`src/rtl/acc_pkg.sv`:
```
// ---------------------------------------------------------------------------
// acc_pkg
// Shared definitions for the ACC_C offload protocol endpoint.
//   - AccNumReq / AccDataWidth / AccIdWidth : default system sizing
//   - idx_width / acc_id_width             : extended ID width derivation
//   - acc_c_req_chan_t / acc_c_rsp_chan_t  : request / response channel bundles
// ---------------------------------------------------------------------------
package acc_pkg;

  // Width of an index able to address n requesters; a single requester
  // still needs one bit so the ID field never collapses to zero width.
  function automatic int idx_width(input int n);
    return (n > 1) ? $clog2(n) : 1;
  endfunction

  // Extended ID = one routing bit plus the requester index.
  function automatic int acc_id_width(input int numReq);
    return 1 + idx_width(numReq);
  endfunction

  localparam int AccNumReq    = 2;
  localparam int AccDataWidth = 32;
  localparam int AccIdWidth   = acc_id_width(AccNumReq);

  typedef struct packed {
    logic [31:0]                   instr;
    logic [2:0][AccDataWidth-1:0]  rs;
    logic [AccIdWidth-1:0]         id;
  } acc_c_req_chan_t;

  typedef struct packed {
    logic [AccDataWidth-1:0] data;
    logic                    error;
    logic [AccIdWidth-1:0]   id;
  } acc_c_rsp_chan_t;

endpackage

```
`src/rtl/acc_c_responder_if.sv`:
```
// ---------------------------------------------------------------------------
// acc_c_responder_if
// Interconnect-side request/response bus of the ACC_C responder.
//   q_* : request channel (valid/ready, instruction, operands rs1..rs3, ID)
//   p_* : response channel (valid/ready, result data, error flag, echoed ID)
// Modports:
//   master : interconnect side, drives requests and consumes responses
//   slave  : responder side, accepts requests and drives responses
// ---------------------------------------------------------------------------
interface acc_c_responder_if
  import acc_pkg::*;
#(
  parameter int DataWidth = AccDataWidth,
  parameter int IdWidth   = AccIdWidth
);

  logic                       q_valid_i;
  logic                       q_ready_o;
  logic [31:0]                q_instr_i;
  logic [2:0][DataWidth-1:0]  q_rs_i;
  logic [IdWidth-1:0]         q_id_i;

  logic                       p_valid_o;
  logic                       p_ready_i;
  logic [DataWidth-1:0]       p_data_o;
  logic                       p_error_o;
  logic [IdWidth-1:0]         p_id_o;

  modport master (
    output q_valid_i, q_instr_i, q_rs_i, q_id_i, p_ready_i,
    input  q_ready_o, p_valid_o, p_data_o, p_error_o, p_id_o
  );

  modport slave (
    input  q_valid_i, q_instr_i, q_rs_i, q_id_i, p_ready_i,
    output q_ready_o, p_valid_o, p_data_o, p_error_o, p_id_o
  );

endinterface

```
`src/rtl/acc_id_fifo.sv`:
```
// ---------------------------------------------------------------------------
// acc_id_fifo
// Synchronous FIFO holding the extended IDs of accepted requests.
//   clk_i   : clock, rising edge
//   rst_i   : synchronous active-high reset, clears pointers and count
//   push_i  : write data_i at the tail
//   data_i  : ID to store
//   pop_i   : drop the head entry
//   head_o  : oldest stored ID
//   count_o : number of stored entries (0..Depth)
// Empty/full are judged by the caller from count_o; push on full or pop on
// empty is the caller's responsibility to avoid.
// ---------------------------------------------------------------------------
module acc_id_fifo #(
  parameter int  Depth    = 4,
  parameter int  Width    = 2,
  localparam int CntWidth = $clog2(Depth + 1),
  localparam int PtrWidth = $clog2(Depth)
) (
  input  logic                clk_i,
  input  logic                rst_i,
  input  logic                push_i,
  input  logic [Width-1:0]    data_i,
  input  logic                pop_i,
  output logic [Width-1:0]    head_o,
  output logic [CntWidth-1:0] count_o
);

  logic [Width-1:0]    r_mem [Depth];
  logic [PtrWidth-1:0] r_wrPtr;
  logic [PtrWidth-1:0] r_rdPtr;
  logic [CntWidth-1:0] r_count;

  // Storage has no reset: an entry is only ever read after it was written,
  // because the count gates every pop.
  always_ff @(posedge clk_i) begin
    if (push_i) begin
      r_mem[r_wrPtr] <= data_i;
    end
  end

  // Pointers wrap naturally since Depth is a power of two. A simultaneous
  // push and pop moves both pointers and leaves the count untouched.
  always_ff @(posedge clk_i) begin
    if (rst_i) begin
      r_wrPtr <= '0;
      r_rdPtr <= '0;
      r_count <= '0;
    end else begin
      if (push_i) begin
        r_wrPtr <= r_wrPtr + 1'b1;
      end
      if (pop_i) begin
        r_rdPtr <= r_rdPtr + 1'b1;
      end
      if (push_i && !pop_i) begin
        r_count <= r_count + 1'b1;
      end else if (pop_i && !push_i) begin
        r_count <= r_count - 1'b1;
      end
    end
  end

  assign head_o  = r_mem[r_rdPtr];
  assign count_o = r_count;

endmodule

```
`src/rtl/acc_c_responder.sv`:
```
// ---------------------------------------------------------------------------
// acc_c_responder
// Accelerator-side endpoint of the ACC_C offload protocol. Requests from the
// interconnect pass straight through to an in-order accelerator core while
// their extended IDs are queued; each core result is registered together with
// the oldest queued ID so the interconnect can route it back.
//   clk_i / rst_i      : clock, synchronous active-high reset
//   bus (slave)        : interconnect q_*/p_* channels
//   core_req_*         : request to the core (valid/ready, instr, rs)
//   core_rsp_*         : result from the core (valid/ready, data, error)
//   outstanding_o      : number of accepted requests awaiting a result
//   orphan_err_o       : sticky, a core result arrived with no queued ID
// ---------------------------------------------------------------------------
module acc_c_responder
  import acc_pkg::*;
#(
  parameter int  DataWidth      = AccDataWidth,
  parameter int  IdWidth        = AccIdWidth,
  parameter int  MaxOutstanding = 4,
  localparam int CntWidth       = $clog2(MaxOutstanding + 1)
) (
  input  logic                      clk_i,
  input  logic                      rst_i,
  acc_c_responder_if.slave          bus,
  output logic                      core_req_valid_o,
  input  logic                      core_req_ready_i,
  output logic [31:0]               core_instr_o,
  output logic [2:0][DataWidth-1:0] core_rs_o,
  input  logic                      core_rsp_valid_i,
  output logic                      core_rsp_ready_o,
  input  logic [DataWidth-1:0]      core_rsp_data_i,
  input  logic                      core_rsp_error_i,
  output logic [CntWidth-1:0]       outstanding_o,
  output logic                      orphan_err_o
);

  logic [CntWidth-1:0]  w_count;
  logic [IdWidth-1:0]   w_headId;
  logic                 w_full;
  logic                 w_empty;
  logic                 w_push;
  logic                 w_coreFire;
  logic                 w_pop;
  logic                 w_orphan;

  logic                 r_pValid;
  logic [DataWidth-1:0] r_pData;
  logic                 r_pError;
  logic [IdWidth-1:0]   r_pId;
  logic                 r_orphan;

  // Request side is purely combinational. Full blocks acceptance even if a
  // pop happens in the same cycle, so p_ready_i never reaches q_ready_o.
  assign w_full           = (w_count == CntWidth'(MaxOutstanding));
  assign w_empty          = (w_count == '0);
  assign core_req_valid_o = bus.q_valid_i & ~w_full;
  assign bus.q_ready_o    = core_req_ready_i & ~w_full;
  assign core_instr_o     = bus.q_instr_i;
  assign core_rs_o        = bus.q_rs_i;
  assign w_push           = bus.q_valid_i & bus.q_ready_o;

  // A result is taken whenever the output register is free or draining.
  // With nothing queued the result has no destination and is discarded.
  assign core_rsp_ready_o = ~r_pValid | bus.p_ready_i;
  assign w_coreFire       = core_rsp_valid_i & core_rsp_ready_o;
  assign w_pop            = w_coreFire & ~w_empty;
  assign w_orphan         = w_coreFire & w_empty;

  acc_id_fifo #(
    .Depth (MaxOutstanding),
    .Width (IdWidth)
  ) u_idFifo (
    .clk_i   (clk_i),
    .rst_i   (rst_i),
    .push_i  (w_push),
    .data_i  (bus.q_id_i),
    .pop_i   (w_pop),
    .head_o  (w_headId),
    .count_o (w_count)
  );

  // Response register: load a new result together with the FIFO head, hold
  // everything under backpressure, and drop valid once the result is taken
  // with nothing new behind it.
  always_ff @(posedge clk_i) begin
    if (rst_i) begin
      r_pValid <= 1'b0;
      r_pData  <= '0;
      r_pError <= 1'b0;
      r_pId    <= '0;
    end else if (w_pop) begin
      r_pValid <= 1'b1;
      r_pData  <= core_rsp_data_i;
      r_pError <= core_rsp_error_i;
      r_pId    <= w_headId;
    end else if (bus.p_ready_i) begin
      r_pValid <= 1'b0;
    end
  end

  // Orphan flag stays set until reset so software can spot a core that
  // produced more results than it was given requests.
  always_ff @(posedge clk_i) begin
    if (rst_i) begin
      r_orphan <= 1'b0;
    end else if (w_orphan) begin
      r_orphan <= 1'b1;
    end
  end

  assign bus.p_valid_o = r_pValid;
  assign bus.p_data_o  = r_pData;
  assign bus.p_error_o = r_pError;
  assign bus.p_id_o    = r_pId;
  assign outstanding_o = w_count;
  assign orphan_err_o  = r_orphan;

  // Simulation-time sanity properties on the queue and the response channel.
  a_noPushWhenFull : assert property (@(posedge clk_i) disable iff (rst_i)
    w_push |-> !w_full);

  a_pStable : assert property (@(posedge clk_i) disable iff (rst_i)
    (r_pValid && !bus.p_ready_i) |=>
      (r_pValid && $stable(r_pData) && $stable(r_pError) && $stable(r_pId)));

  a_countBound : assert property (@(posedge clk_i) disable iff (rst_i)
    w_count <= CntWidth'(MaxOutstanding));

endmodule

```
`src/flat_wrapper.sv`:
```
// flat-port wrapper written by rule: the top's interface ports become plain ports
module acc_c_responder_flat import acc_pkg::*;
#(
  parameter int  DataWidth      = AccDataWidth,
  parameter int  IdWidth        = AccIdWidth,
  parameter int  MaxOutstanding = 4,
  localparam int CntWidth       = $clog2(MaxOutstanding + 1)
)
  (clk_i, rst_i, core_req_valid_o, core_req_ready_i, core_instr_o, core_rs_o, core_rsp_valid_i, core_rsp_ready_o, core_rsp_data_i, core_rsp_error_i, outstanding_o, orphan_err_o, bus_q_valid_i, bus_q_instr_i, bus_q_rs_i, bus_q_id_i, bus_p_ready_i, bus_q_ready_o, bus_p_valid_o, bus_p_data_o, bus_p_error_o, bus_p_id_o);
  acc_c_responder_if #(.DataWidth(DataWidth), .IdWidth(IdWidth)) bus_i ();
  input  logic clk_i;
  input  logic rst_i;
  output logic core_req_valid_o;
  input  logic core_req_ready_i;
  output logic [31:0] core_instr_o;
  output logic [2:0][DataWidth-1:0] core_rs_o;
  input  logic core_rsp_valid_i;
  output logic core_rsp_ready_o;
  input  logic [DataWidth-1:0] core_rsp_data_i;
  input  logic core_rsp_error_i;
  output logic [CntWidth-1:0] outstanding_o;
  output logic orphan_err_o;
  input wire logic [$bits(bus_i.q_valid_i)-1:0] bus_q_valid_i;
  input wire logic [$bits(bus_i.q_instr_i)-1:0] bus_q_instr_i;
  input wire logic [$bits(bus_i.q_rs_i)-1:0] bus_q_rs_i;
  input wire logic [$bits(bus_i.q_id_i)-1:0] bus_q_id_i;
  input wire logic [$bits(bus_i.p_ready_i)-1:0] bus_p_ready_i;
  output wire logic [$bits(bus_i.q_ready_o)-1:0] bus_q_ready_o;
  output wire logic [$bits(bus_i.p_valid_o)-1:0] bus_p_valid_o;
  output wire logic [$bits(bus_i.p_data_o)-1:0] bus_p_data_o;
  output wire logic [$bits(bus_i.p_error_o)-1:0] bus_p_error_o;
  output wire logic [$bits(bus_i.p_id_o)-1:0] bus_p_id_o;
  assign bus_i.q_valid_i = bus_q_valid_i;
  assign bus_i.q_instr_i = bus_q_instr_i;
  assign bus_i.q_rs_i = bus_q_rs_i;
  assign bus_i.q_id_i = bus_q_id_i;
  assign bus_i.p_ready_i = bus_p_ready_i;
  assign bus_q_ready_o = bus_i.q_ready_o;
  assign bus_p_valid_o = bus_i.p_valid_o;
  assign bus_p_data_o = bus_i.p_data_o;
  assign bus_p_error_o = bus_i.p_error_o;
  assign bus_p_id_o = bus_i.p_id_o;
  acc_c_responder #(.DataWidth(DataWidth), .IdWidth(IdWidth), .MaxOutstanding(MaxOutstanding)) u_core (.clk_i(clk_i), .rst_i(rst_i), .bus(bus_i), .core_req_valid_o(core_req_valid_o), .core_req_ready_i(core_req_ready_i), .core_instr_o(core_instr_o), .core_rs_o(core_rs_o), .core_rsp_valid_i(core_rsp_valid_i), .core_rsp_ready_o(core_rsp_ready_o), .core_rsp_data_i(core_rsp_data_i), .core_rsp_error_i(core_rsp_error_i), .outstanding_o(outstanding_o), .orphan_err_o(orphan_err_o));
endmodule
```
`config.mk`:
```
export PLATFORM = sky130hd
export DESIGN_NAME = acc_c_responder_flat
export DESIGN_NICKNAME = d
export VERILOG_FILES = /design/src/rtl/acc_pkg.sv /design/src/rtl/acc_c_responder_if.sv /design/src/rtl/acc_id_fifo.sv /design/src/rtl/acc_c_responder.sv /design/src/flat_wrapper.sv
export SDC_FILE = /design/constraint.sdc
export NUM_CORES = 1
export LEC_CHECK = 0
export CORE_AREA = 3 3 129 131
export DETAILED_ROUTE_END_ITERATION = 7
export DIE_AREA = 0 0 132 134
export GPL_TIMING_DRIVEN = 1
export PLACE_DENSITY = 0.69
export SETUP_SLACK_MARGIN = 0.3
export SKIP_CTS_REPAIR_TIMING = 1
export SLEW_MARGIN = 20
export SYNTH_ARGS = -nofsm -noshare
export SYNTH_HDL_FRONTEND = slang
export SYNTH_SLANG_ARGS = --single-unit
export TNS_END_PERCENT = 100
```
`constraint.sdc`:
```
create_clock -name clk_i -period 5.2 [get_ports clk_i]
set_input_delay 0.52 -clock clk_i [delete_from_list [all_inputs] [get_ports clk_i]]
set_output_delay 0.52 -clock clk_i [all_outputs]
set_load 0.05 [all_outputs]
```
==> results.yml <==
status:
  status: "finished clean"
global_routing:
  first_global_vias: 2415
  grt_pass1_wl_mm: 13.50
  grt_max_degree: 48
  grt-ovfl-total: 0
  antenna_found_initial: 0
  gr-usage-all-layers: 0.09754
power:
  p_leak_nw: 1.133
  peakVddDrop_uv: 316.3
  power.density_nw_per_um2: 536.8
  power_mw: 1.844
cts:
  path_clk_slew_ns: 0.07
  cts_num_sinks: 52
  htreeDepth: 2
  cts_root_buf: "clkbuf_16"
  cts_buffers: 5
  cts_buffer_depth: 2
  cts_tree: "yes"
  clk_latency_ns: 0.29
worst_setup_path:
  crit_path_end_kind: "output port"
  regToRegSetupSlack_ns: 2.00
  critPathKind: "in -> out"
  cp-start-kind: "input port"
  required_ns: 4.68
  worst_ep_arrival_time_ns: 3.04
  crit_path_max_fanout: 39
  ff2ff_path_depth: 10
  rr_startpoint: "u_core.bus.p_valid_o"
  r2r_end: "u_core.u_idFifo.count_o[2]"
die:
  core_um2: 15710
  die_x_um: 132
  die_area_um2: 17690
  start_util: 0.2099
  io_pins: 340
  die_h_um: 134
  rows: 46
drt:
  drt-total-wl_mm: 8.713
  ant_nets: 0
  num_vias: 2326
  wl_per_cell_um: 16.85
  drtPass1Iterations: 4
  vias_per_cell: 4.499
  first_iter_violations: 126
  drc: 0
synth:
  synthSimpleGateAreaFrac: 0.1047
  ys_seq_elements: 52
  synthAdderAreaFrac: 0.02504
  synth_cells: 363
  syn-num-nets: 538
  synth_compound_area_frac: 0.1506
  ys_types: 32
  synth_xor_area_frac: 0.005311
  synth.area.mux_share: 0.02656
  yosys_warnings: 0
  seq_area_frac_synth: 0.3399
  synth_top_family_by_area: "buffers and inverters"
  avgSynthCellArea_um2: 9.086
  synth_area_um2: 3298
finish:
  drive_gt1_frac: 0.06312
  final_util: 0.2187
  layout-area-overhead-vs-synth_pct: 4.173
  final_area_um2: 3436
  final_nets: 475
  diodes: 0
  final_cells: 517
timing:
  worst_slack_ns: 1.640
  holdWs_ns: 0.4718
  rsz0062_at_grt: "false"
  slew_headroom: 0.3036
  finalSetupViolations: 0
  setup_tns_ns: 0
  finalCritPeriodShare: 0.6846
  fin_skew_ns: 0.004029
  fin_crit_ns: 3.560
  hold_viol: 0
  worst_slew_pin_slew_ns: 1.045
  maxSlewViolCount: 0
  max_freq_mhz: 280.9
placed_design:
  io_buffers: 83
  dpl_cell_area_um2: 3292
  hpwl_mm: 5.900
  post-place-ws_ns: 1.341
  gp_congestion: 0.6228
  placed_cells: 509
worst_hold_path:
  hold_depth: 2
  holdPathEnd: "u_core.bus.p_data_o[5]"
  min_path_type: "reg -> reg"
  min-delay-start: "u_core.bus.p_data_o[5]"
run:
  max-cap-violations: 0
## Yosys cell counts
| master | instances | share of area |
|---|---|---|
| dfxtp_1 | 44 | 0.27 |
| nor3_1 | 1 | 0.0015 |
| a21oi_1 | 38 | 0.058 |
| buf_4 | 132 | 0.30 |
| buf_1 | 3 | 0.0034 |
| buf_6 | 5 | 0.017 |
| nand4_2 | 1 | 0.0038 |
| nand4_1 | 35 | 0.066 |
| o31ai_1 | 36 | 0.082 |
| nand3_1 | 1 | 0.0015 |
| mux4_2 | 2 | 0.014 |
| and2_1 | 4 | 0.0076 |
| a31oi_1 | 1 | 0.0019 |
| nand2b_1 | 2 | 0.0038 |
| nor2_1 | 7 | 0.0080 |
| o21ai_0 | 1 | 0.0015 |
| edfxtp_1 | 8 | 0.073 |
| ha_1 | 5 | 0.019 |
| mux2_1 | 2 | 0.0068 |
| fa_1 | 1 | 0.0061 |
| o311a_1 | 1 | 0.0030 |
| mux2i_1 | 2 | 0.0061 |
| nor2b_1 | 1 | 0.0019 |
| xor2_1 | 2 | 0.0053 |
| or4_1 | 1 | 0.0023 |
| inv_1 | 5 | 0.0057 |
| or3_1 | 2 | 0.0038 |
| buf_2 | 5 | 0.0076 |
| a21boi_0 | 2 | 0.0046 |
| nor2b_4 | 1 | 0.0042 |
| clkbuf_1 | 11 | 0.013 |
| inv_2 | 1 | 0.0011 |
## per-layer routing
layer,global-route usage,part of all wire
met3,0.05439,0.12
met1,0.1018,0.36
met4,0.05659,0.043
met5,0.01389,0.0037
met2,0.1536,0.48
## how the worst max path moves through the flow
stage                                from                          to  slack [ns]  cells after the start
2_1_floorplan  u_core.u_idFifo.count_o[0]               bus_q_ready_o        2.66                      2
3_3_place_gp                bus_p_ready_i  u_core.u_idFifo.count_o[2]        1.53                     11
3_5_place_dp                bus_p_ready_i  u_core.u_idFifo.count_o[2]        1.34                     11
4_1_cts                     bus_p_ready_i            core_rsp_ready_o        1.61                      5
5_1_grt                     bus_p_ready_i  u_core.u_idFifo.count_o[2]        1.48                     11
6_report                    bus_p_ready_i            core_rsp_ready_o        1.64                      5
## where the power goes
group	switching [mW]	internal, mW
sequential	0.0693	0.492
clock	0.152	0.178
combinational	0.655	0.298
## flip-flops by register name, summed over array words and instances (netlist names)
signal / flops
u_core.bus.p_valid_o: 1
u_core.bus.p_data_o: 32
u_core.bus.p_error_o: 1
u_core.orphan_err_o: 1
u_core.u_idFifo.r_rdPtr: 2
u_core.u_idFifo.r_mem: 8
u_core.u_idFifo.count_o: 3
u_core.bus.p_id_o: 2
u_core.u_idFifo.r_wrPtr: 2
## cells in the final DEF, fill, tap and decap left out, types with 2 or more instances in the layout
cell             synthesis  routed
clkdlybuf4s50_1          0      81
dfxtp_1                 44      44
a21oi_1                 38      38
o31ai_1                 36      36
nand4_1                 35      35
edfxtp_1                 8       8
nor2_1                   7       7
inv_1                    5       5
ha_1                     5       5
clkbuf_16                0       5
and2_1                   4       4
buf_4                  132       3
a21boi_0                 2       2
or3_1                    2       2
mux4_2                   2       2
mux2_1                   2       2
xor2_1                   2       2
mux2i_1                  2       2
nand2b_1                 2       2
clkinv_2                 0       2
buf_2                    5       2
## cells by family after synthesis
family	Yosys count
muxes	6
xor gates and xnor gates	2
and+or+nand+nor	56
AOI/OAI and AO/OA	79
buffers and inverters	162
adders and majority gates	6
DFF	52
## worst max-delay path, cell delays in order
cell,delay [ns]
clkdlybuf4s50_1,0.45
nor2b_4,0.80
inv_1,0.15
buf_4,0.33
clkdlybuf4s50_1,0.77
## cell type report
type | count | area, um^2
clock buffer | 5 | 125.1
timing repair buffer | 86 | 843.3
inverter | 6 | 22.52
multi-input combinational | 149 | 1035
tap | 216 | 270.3
clock inverter | 3 | 18.77
sequential | 52 | 1121
fill | 1692 | 12280
Note: power is estimated with default switching activity, not from simulation.
